==> src/rtl/sqwave_sequencer.sv <==
// sqwave_sequencer
// Step sequencer that plays a small table of (rep, m, n) entries into a
// square-wave generator. Each entry is held for (rep+1) * max(m+n,1) time
// units of TICK_CYCLES clocks, and the generator phase is restarted with a
// one-cycle low gen_rst_n pulse whenever a new entry is loaded.
//
// Ports:
//   clk        system clock (single domain)
//   rst        synchronous active-high reset
//   wr_en      table write strobe
//   wr_addr    table write address
//   wr_data    entry {rep[11:8], m[7:4], n[3:0]}
//   last_addr  index of final entry to play, captured at start
//   loop       1: wrap to entry 0 after last_addr, captured at start
//   start      begin playback at entry 0 (honoured only when idle)
//   stop       abort playback from any state
//   m, n       ON/OFF unit counts driven to the generator
//   gen_rst_n  active-low generator restart, low for the load cycle
//   busy       high while a step is loaded or running
//   step_idx   index of the entry currently driven
//   done       one-cycle pulse on normal (non-looping) completion
//
// TICK_CYCLES is expected to be at least 2: the load cycle is counted as
// the first tick of the first unit.
module sqwave_sequencer #(
    parameter int TICK_CYCLES = 5,
    parameter int DEPTH       = 8
) (
    input  logic                     clk,
    input  logic                     rst,
    input  logic                     wr_en,
    input  logic [$clog2(DEPTH)-1:0] wr_addr,
    input  logic [11:0]              wr_data,
    input  logic [$clog2(DEPTH)-1:0] last_addr,
    input  logic                     loop,
    input  logic                     start,
    input  logic                     stop,
    output logic [3:0]               m,
    output logic [3:0]               n,
    output logic                     gen_rst_n,
    output logic                     busy,
    output logic [$clog2(DEPTH)-1:0] step_idx,
    output logic                     done
);

    localparam int AW = $clog2(DEPTH);
    localparam int TW = (TICK_CYCLES > 1) ? $clog2(TICK_CYCLES) : 1;
    localparam logic [TW-1:0] TICK_LAST = TW'(TICK_CYCLES - 1);
    localparam logic [TW-1:0] TICK_ONE  = TW'(1);

    typedef enum logic [1:0] {
        ST_IDLE = 2'd0,
        ST_LOAD = 2'd1,
        ST_RUN  = 2'd2
    } state_t;

    // Units per period: an all-zero entry still lasts one unit.
    function automatic logic [4:0] unit_count(input logic [3:0] m_v, input logic [3:0] n_v);
        logic [4:0] sum_v;
        sum_v = {1'b0, m_v} + {1'b0, n_v};
        return (sum_v == 5'd0) ? 5'd1 : sum_v;
    endfunction

    logic [11:0]   table_r [DEPTH];
    state_t        state_r, state_s;
    logic [3:0]    m_r, m_s, n_r, n_s;
    logic          gen_rst_n_r, gen_rst_n_s;
    logic          busy_r, busy_s, done_r, done_s;
    logic [AW-1:0] step_idx_r, step_idx_s;
    logic [AW-1:0] last_addr_r, last_addr_s;
    logic          loop_r, loop_s;
    logic [TW-1:0] tick_r, tick_s;
    logic [4:0]    unit_r, unit_s, units_r, units_s;
    logic [3:0]    rep_r, rep_s;
    logic          load_s, finish_s, abort_s;
    logic [AW-1:0] load_idx_s;
    logic [11:0]   entry_s;

    // Entry table: written in any state, cleared by reset.
    always_ff @(posedge clk) begin
        if (rst) begin
            for (int i = 0; i < DEPTH; i++) begin
                table_r[i] <= 12'd0;
            end
        end else if (wr_en) begin
            table_r[wr_addr] <= wr_data;
        end
    end

    // Next-state, counter and output computation.
    always_comb begin
        state_s     = state_r;
        m_s         = m_r;
        n_s         = n_r;
        gen_rst_n_s = 1'b1;
        busy_s      = busy_r;
        done_s      = 1'b0;
        step_idx_s  = step_idx_r;
        last_addr_s = last_addr_r;
        loop_s      = loop_r;
        tick_s      = tick_r;
        unit_s      = unit_r;
        units_s     = units_r;
        rep_s       = rep_r;
        load_s      = 1'b0;
        load_idx_s  = {AW{1'b0}};
        finish_s    = 1'b0;
        abort_s     = 1'b0;

        case (state_r)
            ST_IDLE: begin
                if (start && !stop) begin
                    load_s      = 1'b1;
                    last_addr_s = last_addr;
                    loop_s      = loop;
                end else begin
                    load_s = 1'b0;
                end
            end
            ST_LOAD: begin
                // The load cycle itself is tick 0 of the first unit.
                state_s = ST_RUN;
                tick_s  = TICK_ONE;
            end
            ST_RUN: begin
                if (tick_r == TICK_LAST) begin
                    tick_s = {TW{1'b0}};
                    if (unit_r == (units_r - 5'd1)) begin
                        unit_s = 5'd0;
                        if (rep_r != 4'd0) begin
                            // Another period of the same step, no generator restart.
                            rep_s = rep_r - 4'd1;
                        end else if (step_idx_r != last_addr_r) begin
                            load_s     = 1'b1;
                            load_idx_s = step_idx_r + AW'(1);
                        end else if (loop_r) begin
                            load_s     = 1'b1;
                            load_idx_s = {AW{1'b0}};
                        end else begin
                            finish_s = 1'b1;
                        end
                    end else begin
                        unit_s = unit_r + 5'd1;
                    end
                end else begin
                    tick_s = tick_r + TICK_ONE;
                end
            end
            default: begin
                abort_s = 1'b1;
            end
        endcase

        // Forward a same-cycle write so it reaches the entry being loaded.
        entry_s = (wr_en && (wr_addr == load_idx_s)) ? wr_data : table_r[load_idx_s];

        if (stop || finish_s || abort_s) begin
            state_s     = ST_IDLE;
            m_s         = 4'd0;
            n_s         = 4'd0;
            gen_rst_n_s = 1'b1;
            busy_s      = 1'b0;
            step_idx_s  = {AW{1'b0}};
            tick_s      = {TW{1'b0}};
            unit_s      = 5'd0;
            units_s     = 5'd0;
            rep_s       = 4'd0;
            done_s      = finish_s && !stop;
        end else if (load_s) begin
            state_s     = ST_LOAD;
            m_s         = entry_s[7:4];
            n_s         = entry_s[3:0];
            rep_s       = entry_s[11:8];
            units_s     = unit_count(entry_s[7:4], entry_s[3:0]);
            tick_s      = {TW{1'b0}};
            unit_s      = 5'd0;
            step_idx_s  = load_idx_s;
            gen_rst_n_s = 1'b0;
            busy_s      = 1'b1;
        end else begin
            gen_rst_n_s = 1'b1;
        end
    end

    // State, counter and registered-output update.
    always_ff @(posedge clk) begin
        if (rst) begin
            state_r     <= ST_IDLE;
            m_r         <= 4'd0;
            n_r         <= 4'd0;
            gen_rst_n_r <= 1'b1;
            busy_r      <= 1'b0;
            done_r      <= 1'b0;
            step_idx_r  <= {AW{1'b0}};
            last_addr_r <= {AW{1'b0}};
            loop_r      <= 1'b0;
            tick_r      <= {TW{1'b0}};
            unit_r      <= 5'd0;
            units_r     <= 5'd0;
            rep_r       <= 4'd0;
        end else begin
            state_r     <= state_s;
            m_r         <= m_s;
            n_r         <= n_s;
            gen_rst_n_r <= gen_rst_n_s;
            busy_r      <= busy_s;
            done_r      <= done_s;
            step_idx_r  <= step_idx_s;
            last_addr_r <= last_addr_s;
            loop_r      <= loop_s;
            tick_r      <= tick_s;
            unit_r      <= unit_s;
            units_r     <= units_s;
            rep_r       <= rep_s;
        end
    end

    assign m         = m_r;
    assign n         = n_r;
    assign gen_rst_n = gen_rst_n_r;
    assign busy      = busy_r;
    assign done      = done_r;
    assign step_idx  = step_idx_r;

endmodule
==> config.mk <==
export PLATFORM = sky130hd
export DESIGN_NAME = sqwave_sequencer
export DESIGN_NICKNAME = d
export VERILOG_FILES = /design/src/rtl/sqwave_sequencer.sv
export SDC_FILE = /design/constraint.sdc
export NUM_CORES = 1
export LEC_CHECK = 0
export BUFFER_PORTS_ARGS = -buffer_cell sky130_fd_sc_hd__buf_2
export CAP_MARGIN = 40
export CORE_ASPECT_RATIO = 0.6
export CORE_MARGIN = 1
export CORE_UTILIZATION = 50
export DETAILED_ROUTE_END_ITERATION = 7
export GPL_TIMING_DRIVEN = 0
export PLACE_DENSITY = 0.7
export SYNTH_ARGS = -nofsm -noshare
export SYNTH_HDL_FRONTEND = slang
export SYNTH_SLANG_ARGS = --single-unit
==> constraint.sdc <==
create_clock -name clk -period 3.8 [get_ports clk]
set_clock_uncertainty 0.1 [all_clocks]
set_input_delay 0.19 -clock clk [delete_from_list [all_inputs] [get_ports clk]]
set_output_delay 0.19 -clock clk [all_outputs]
set_load 0.01 [all_outputs]
# Word level (Yosys, flattened, before mapping)
# Memories as Yosys holds them, arrays and structs flattened.
# Index checks and enable logic that the tools add are counted.
[word_totals] romBits=0 word_cells=91 ff_bits=37 output_inout_bits=14 memories=1 ram_bits=96 latchBits=0 input_bits=24
[memory_table] name="table_r" depth=8 word_bits=12 read_ports=1 rd_clocked_by_memory_dff=0 wr=8 line="64" text="logic [11:0] table_r [DEPTH];"
[classes] bitwise=1 shifts=0 addsub=6 n_eq_ne=6 order_cmp=0 mul=0 mux=40 n_reduce_logical=23 div_mod_pow=0
[ops] cell="12-bit 2-to-1 mux" n=2
[ops] cell="1-bit 2-to-1 mux" n=22
[ops] cell="3-bit 2-to-1 mux" n=7
[ops] cell="4-bit 2-to-1 mux" n=5
[ops] cell="2-bit nonzero test" n=6
[ops] cell="12-bit OR reduction" n=1
[ops] cell="5-bit 2-to-1 mux" n=2
[ops] cell="3-bit by 1-bit adder with 3-bit output (second input constant)" n=2
[ops] cell="3-bit case mux with 2 select lines" n=1
[ops] cell="3-bit OR reduction" n=2
[ops] cell="4-bit by 4-bit adder with 5-bit output" n=1
[ops] cell="5-bit by 1-bit adder with 5-bit output (second input constant)" n=1
[ops] cell="5-bit == test" n=1
[ops] cell="5-bit logical NOT" n=1
[ops] cell="5-bit by 1-bit subtractor with 5-bit output (second input constant)" n=1
[ops] cell="2-bit AND reduction" n=2
[ops] cell="4-bit AND reduction" n=1
[ops] cell="4-bit nonzero test" n=1
[ops] cell="2-bit OR reduction" n=2
[ops] cell="4-bit by 1-bit subtractor with 4-bit output (second input constant)" n=1
[ops] cell="3-bit == test" n=1
[ops] cell="3-bit == test (second input constant)" n=1
[ops] cell="1-bit logical AND" n=3
[ops] cell="3-bit != test" n=1
[ops] cell="7 further kinds" n=8

# Longest topological paths before layout
[logic_depth] ltp_word=12 depth_mapped=22 depth_no_buf=19

# Worst setup path after synthesis
# No wires, ideal clock.
[synth_timing] kind="flip-flop to flip-flop" from="reg state_r[0]" to="reg units_r[2]" synth_period_minus_slack_ps=3941 t_arrival_ps=3722 slack_ps=-141 t_required_ps=3580 path_stages_with_launch=21 setup_ps=120 n_path_buf=4 cell_sequence="dfxtp_1 inv_1 ha_1 and3_1 buf_6 and2_4 buf_6 o2111ai_4 nor2_2 xnor2_1 and4_1 clkbuf_1 nand2_1 o21ai_1 ha_1 inv_1 fa_1 buf_2 xor2_1 and3_1 a211o_1"
[synth_via] elab_chain_cells=8 word_cells_on_any_way=18 classes_between="1 x add/sub; 3 x eq/ne; 6 x mux; 7 x reduce/logical; 1 x memory"
[synth_rtl] element="start, declared" line="65" text="state_t state_r, state_s;"
[synth_rtl] element="start signal, assigned" line="202" text="state_r <= state_s;"
[synth_rtl] element="2-bit == test *" line="110" text="case (state_r)"
[synth_rtl] element="3-bit 2-to-1 mux *" line="110"
[synth_rtl] element="branches (longest 2 deep; another with memory 8 x 12 bit)"
[synth_rtl] element="12-bit 2-to-1 mux *" line="155" text="entry_s = (wr_en && (wr_addr == load_idx_s)) ? wr_data : table_r[load_idx_s];"
[synth_rtl] element="via entry_s[0]" line="77" text="logic [11:0] entry_s;"
[synth_rtl] element="4-bit by 4-bit adder with 5-bit output *" line="60" text="sum_v = {1'b0, m_v} + {1'b0, n_v};"
[synth_rtl] element="5-bit logical NOT" line="61" text="return (sum_v == 5'd0) ? 5'd1 : sum_v;"
[synth_rtl] element="5-bit 2-to-1 mux *" line="61"
[synth_rtl] element="end signal, assigned" line="213" text="units_r <= units_s;"
[synth_rtl] element="end, declared" line="73" text="logic [4:0] unit_r, unit_s, units_r, units_s;"
# Mark *: on every way through the listed nets, which the timed path passes.
# A chain may end at the register's enable or synchronous reset.

# Final worst setup path
[layout_timing] from="reg units_r[0]" to="reg units_r[2]"
[layout_via] elab_chain_cells=11 word_cells_on_any_way=21 classes_between="2 x add/sub; 2 x eq/ne; 11 x mux; 5 x reduce/logical; 1 x memory"
[layout_rtl] element="5-bit by 1-bit subtractor with 5-bit output *" line="128" text="if (unit_r == (units_r - 5'd1)) begin"
[layout_rtl] element="5-bit == test *" line="128"
[layout_rtl] element="branches (longest 9 deep; another with memory 8 x 12 bit)"
# Every way passes the cells marked *.

==> metrics.md <==
| Metric | Value |
|---|---|
| Status | `complete, but fails checks` |
| Failing checks | `setup timing` |
| Hold Fails Final Rpt | `0` |
| TritonCTS buffer count | `17` |
| DRT Wirelength | `19.3 mm` |
| Synth-to-Final Area Change | `24.0%` |
| Initial antenna violation count | `1` |
| Skew-Pair Late Insertion Delay | `0.42 ns` |
| RSZ-0062 raised after global routing | `true` |
| CP Cell Sequence | `inv_4, ha_4, xor2_2, o211a_1, o2111a_2, nand3_4, nor3_4, buf_6, a22oi_2, o211ai_1, o21ai_1, o21a_2, buf_6, fa_2, xor2_1, and3_1, a211o_1` |
| Routability Congestion | `0.973` |
| Slowest cell delay on critical path | `0.43 ns` |
| Gr usage total | `just under 30%` |
| Flop2flop setup slack | `-0.15 ns` |
| # IOs | `38` |
| Switch Pwr | `between 0.8 and 0.9 mW` |
| Final Cycle Share | `104%` |
| Type of origin of the critical path | `flip-flop` |
| Cell depth of the worst flop-to-flop path | `17` |
| Antenna Cells | `0` |
| DP Worst Slack | `-0.893 ns` |
| Non-Filler Instances | `882` |
| Core Region | `between 0.01 and 0.015 mm2` |
| Port buffer count | `35` |
| H-tree levels | `4` |
| CP dominant cell by count | `buf_6` |
| FILL cells | `997` |
| Data required, critical path | `4.00 ns` |
| CTS Root Cell | `clkbuf_16` |
| Hpwl dp | `~13 mm` |
| Sink Count | `133` |
| Vias | `about 5400` |
| FF+latch area | `0.00363 mm2` |
| # setup viols final | `4` |
| CP Max Fanout | `5` |
| Syn Area/Cell | `~11 um2` |
| Timing startpoint of the critical path | `units_r[0]` |
| Height of the die | `91.8 um` |
| Via density per instance | `approximately 6.1` |
| Critical Path Slowest Stage Cell | `fa_2` |
| Initial drt markers | `about 610` |
| EDFF count, synth | `96` |
| Drc violations | `0` |
| Layout Nets | `738` |
| Clock Pin Slew Worst Setup and Hold Paths | `~0.060 ns` |
| Combinational share of power | `8.7%` |
| Vias in the first global route | `about 5100` |
| Clock Tree Buf Depth | `2` |
| Fmax | `0.253 GHz` |
| Main flop type after synthesis | `edfxtp_1` |
| Max VDD drop | `0.000231 V` |
| TritonCTS clock tree | `built` |
| Power Total | `3.57 mW` |
| Sequential area share after synthesis | `53.9%` |
| Post-Synthesis Cells | `606` |
| Dpl cells | `812` |
| Initial Util | `between 50% and 60%` |
| Yosys warns | `0` |
| Die area | `0.0139 mm2` |
| Maxcap violations | `0` |
| Syn nets | `645` |
| Grt ovf | `0` |
| Syn Std Cell Area | `0.00672 mm2` |
| PD cells | `429 mW/mm2` |
| Antenna Violating Nets Remaining | `0` |
| Fraction of registers with async set/reset | `0%` |
| Multi-input gate area | `0.00315 mm2` |
| Max-Slew Margin vs Limit | `~52%` |
| Register bit total from synthesis | `133` |
| Largest net degree at the start of global routing | `17` |
| FP Rows | `32` |
| Tmin final | `3.95 ns` |
| Cell variety after synth | `72` |
| Worst setup path endpoint | `units_r[2]` |
| Flop pwr share | `46.4%` |
| Max-slew violation count | `0` |
| Critical path data arrival time | `4.15 ns` |
| Worst hold-check path type | `in2reg` |
| Die X-Extent | `152 um` |
| Internal power | `2.71 mW` |
| Crit. End Element | `flip-flop` |
| RR Startpoint | `units_r[0]` |
| Leak pwr | `3.25 nW` |
| Final Hold Slack | `0.0530 ns` |
| TritonRoute pass-1 iters | `6` |
| Routed len/inst | `21.9 um` |
| Worst Setup Path Type | `reg2reg` |
| RR Endpoint | `units_r[2]` |
| First-pass GRT wire length | `29.3 mm` |
| Final WS setup | `-0.151 ns` |
| Switching Share | `between 20% and 30%` |
| Slew @ Worst Pin | `0.713 ns` |
| Layout cell share with drive strength beyond 1 | `around 27%` |
| Power share of the clock group | `approximately 45%` |
-- per-layer routing --
metal | vias to the layer above | part of all wire (%) | track usage (%)
li1 | 2415 | - | -
met2 | 309 | 42 | 41.5
met4 | 2 | 2.0 | 9.57
met3 | 51 | 11 | 7.61
met1 | 2625 | 46 | 43.5
met5 | - | 0.047 | 0
-- through the flow --
step	utilization [%]	area, um2	TNS [ns]
after floorplan	-	6750	0
after global placement	55.0	7130	-2.92
after detailed placement	55.0	7140	-3.53
after CTS	63.6	8240	-0.161
after global routing	64.3	8340	-0.927
final	64.3	8340	-0.491
-- how the worst min path moves through the flow --
stage	start	endpoint	slack, ns	depth (start not counted)
final	wr_data[7]	table_r[0][7]	0.05	2
after CTS	wr_data[5]	table_r[4][5]	0.05	2
after global routing	wr_data[4]	table_r[4][4]	0.07	2
after global placement	stop	done	0.32	2
after detailed placement	stop	done	0.32	2
after floorplan	stop	done	0.17	1
-- sequential cells by signal, summed over array words and instances (netlist names) --
signal,cells
loop_r,1
unit_r,5
last_addr_r,3
busy,1
table_r,96
rep_r,4
gen_rst_n,1
tick_r,3
done,1
m,4
n,4
step_idx,3
units_r,5
state_r,2
-- cell type report --
cell class              count  area share, %
clock buffers              21           5.76
plain buffers              29           2.16
inverters                  15          0.705
well taps                 170           2.55
repair buffers             77           6.26
clock inverters            11           1.16
multi-input cells         426           37.8
flip-flops and latches    133           43.6
-- Yosys cell counts (3+ instances only) --
master	n	area share (%)
o21a_1	5	0.56
o22ai_1	12	1.1
nand3b_1	3	0.33
nand2b_1	5	0.47
o21ai_1	10	0.74
a22oi_1	7	0.78
o221ai_1	4	0.52
ha_1	14	2.6
buf_2	7	0.52
a21boi_1	3	0.33
and2_1	81	7.5
mux2i_1	31	4.6
dfxtp_1	37	11
a211oi_1	9	1.0
o21ai_0	19	1.4
o211ai_1	9	1.0
nor2_1	50	2.8
a211o_1	3	0.39
nand2_1	23	1.3
or3_1	4	0.37
xnor2_1	4	0.52
inv_1	12	0.67
nor3_1	22	1.6
nand3_1	9	0.67
xor2_1	14	1.8
nand4_1	4	0.37
nor4_1	5	0.47
edfxtp_1	96	43
and3_1	6	0.56
a21oi_1	19	1.4
mux2_2	3	0.50
clkbuf_1	22	1.2
or2_2	9	0.84
-- logic make-up (layout without fill, tap and decap cells) --
logic type	count (synthesis)	count (layout)	share of synthesized area (%)
AOI/OAI and AO/OA	119	119	12.4
muxes	35	35	5.34
xor gates and xnor gates	19	19	2.59
and+or+nand+nor	236	236	19.5
buffers and inverters	47	153	3.03
DFF	133	133	53.9
adders and majority gates	17	17	3.22
-- worst max-delay path: cells and delay by family (launching register included) --
kind                     cells  cell delay [ns]
AO/OA/AOI/OAI                7             1.42
adder cells (fa/ha/maj)      2             0.69
AND/OR/NAND/NOR              3             0.59
flip-flops                   1             0.37
buffers and inverters        3             0.33
XOR/XNOR                     2             0.33
-- power by group through the flow --
stage	Sequential, mW	Combinational (mW)	Clock (mW)
finish	1.66	0.312	1.60
global route	1.66	0.335	1.67
CTS	1.66	0.290	1.60
detailed placement	1.69	0.259	0
global placement	1.68	0.250	0
floorplan	1.68	0.165	0
-- layout by cell type (no fill, tap or decap), types with 18 or more instances in the layout --
master	count
edfxtp_1	96
and2_1	81
nor2_1	48
buf_2	37
buf_4	34
mux2i_1	30
dfxtp_1	30
nand2_1	22
nor3_1	19
a21oi_1	18
-- what timing repair did --
| item | in CTS | in global routing |
|---|---|---|
| hold buffers | 5 | 0 |
| endpoints found under the hold margin | 5 | 0 |
| pin swaps | 24 | 19 |
| resized for setup | 71 | 19 |
| setup buffers | 33 | 4 |
| endpoints found under the setup margin | 5 | 4 |
Power figures use the tool's default switching activity.
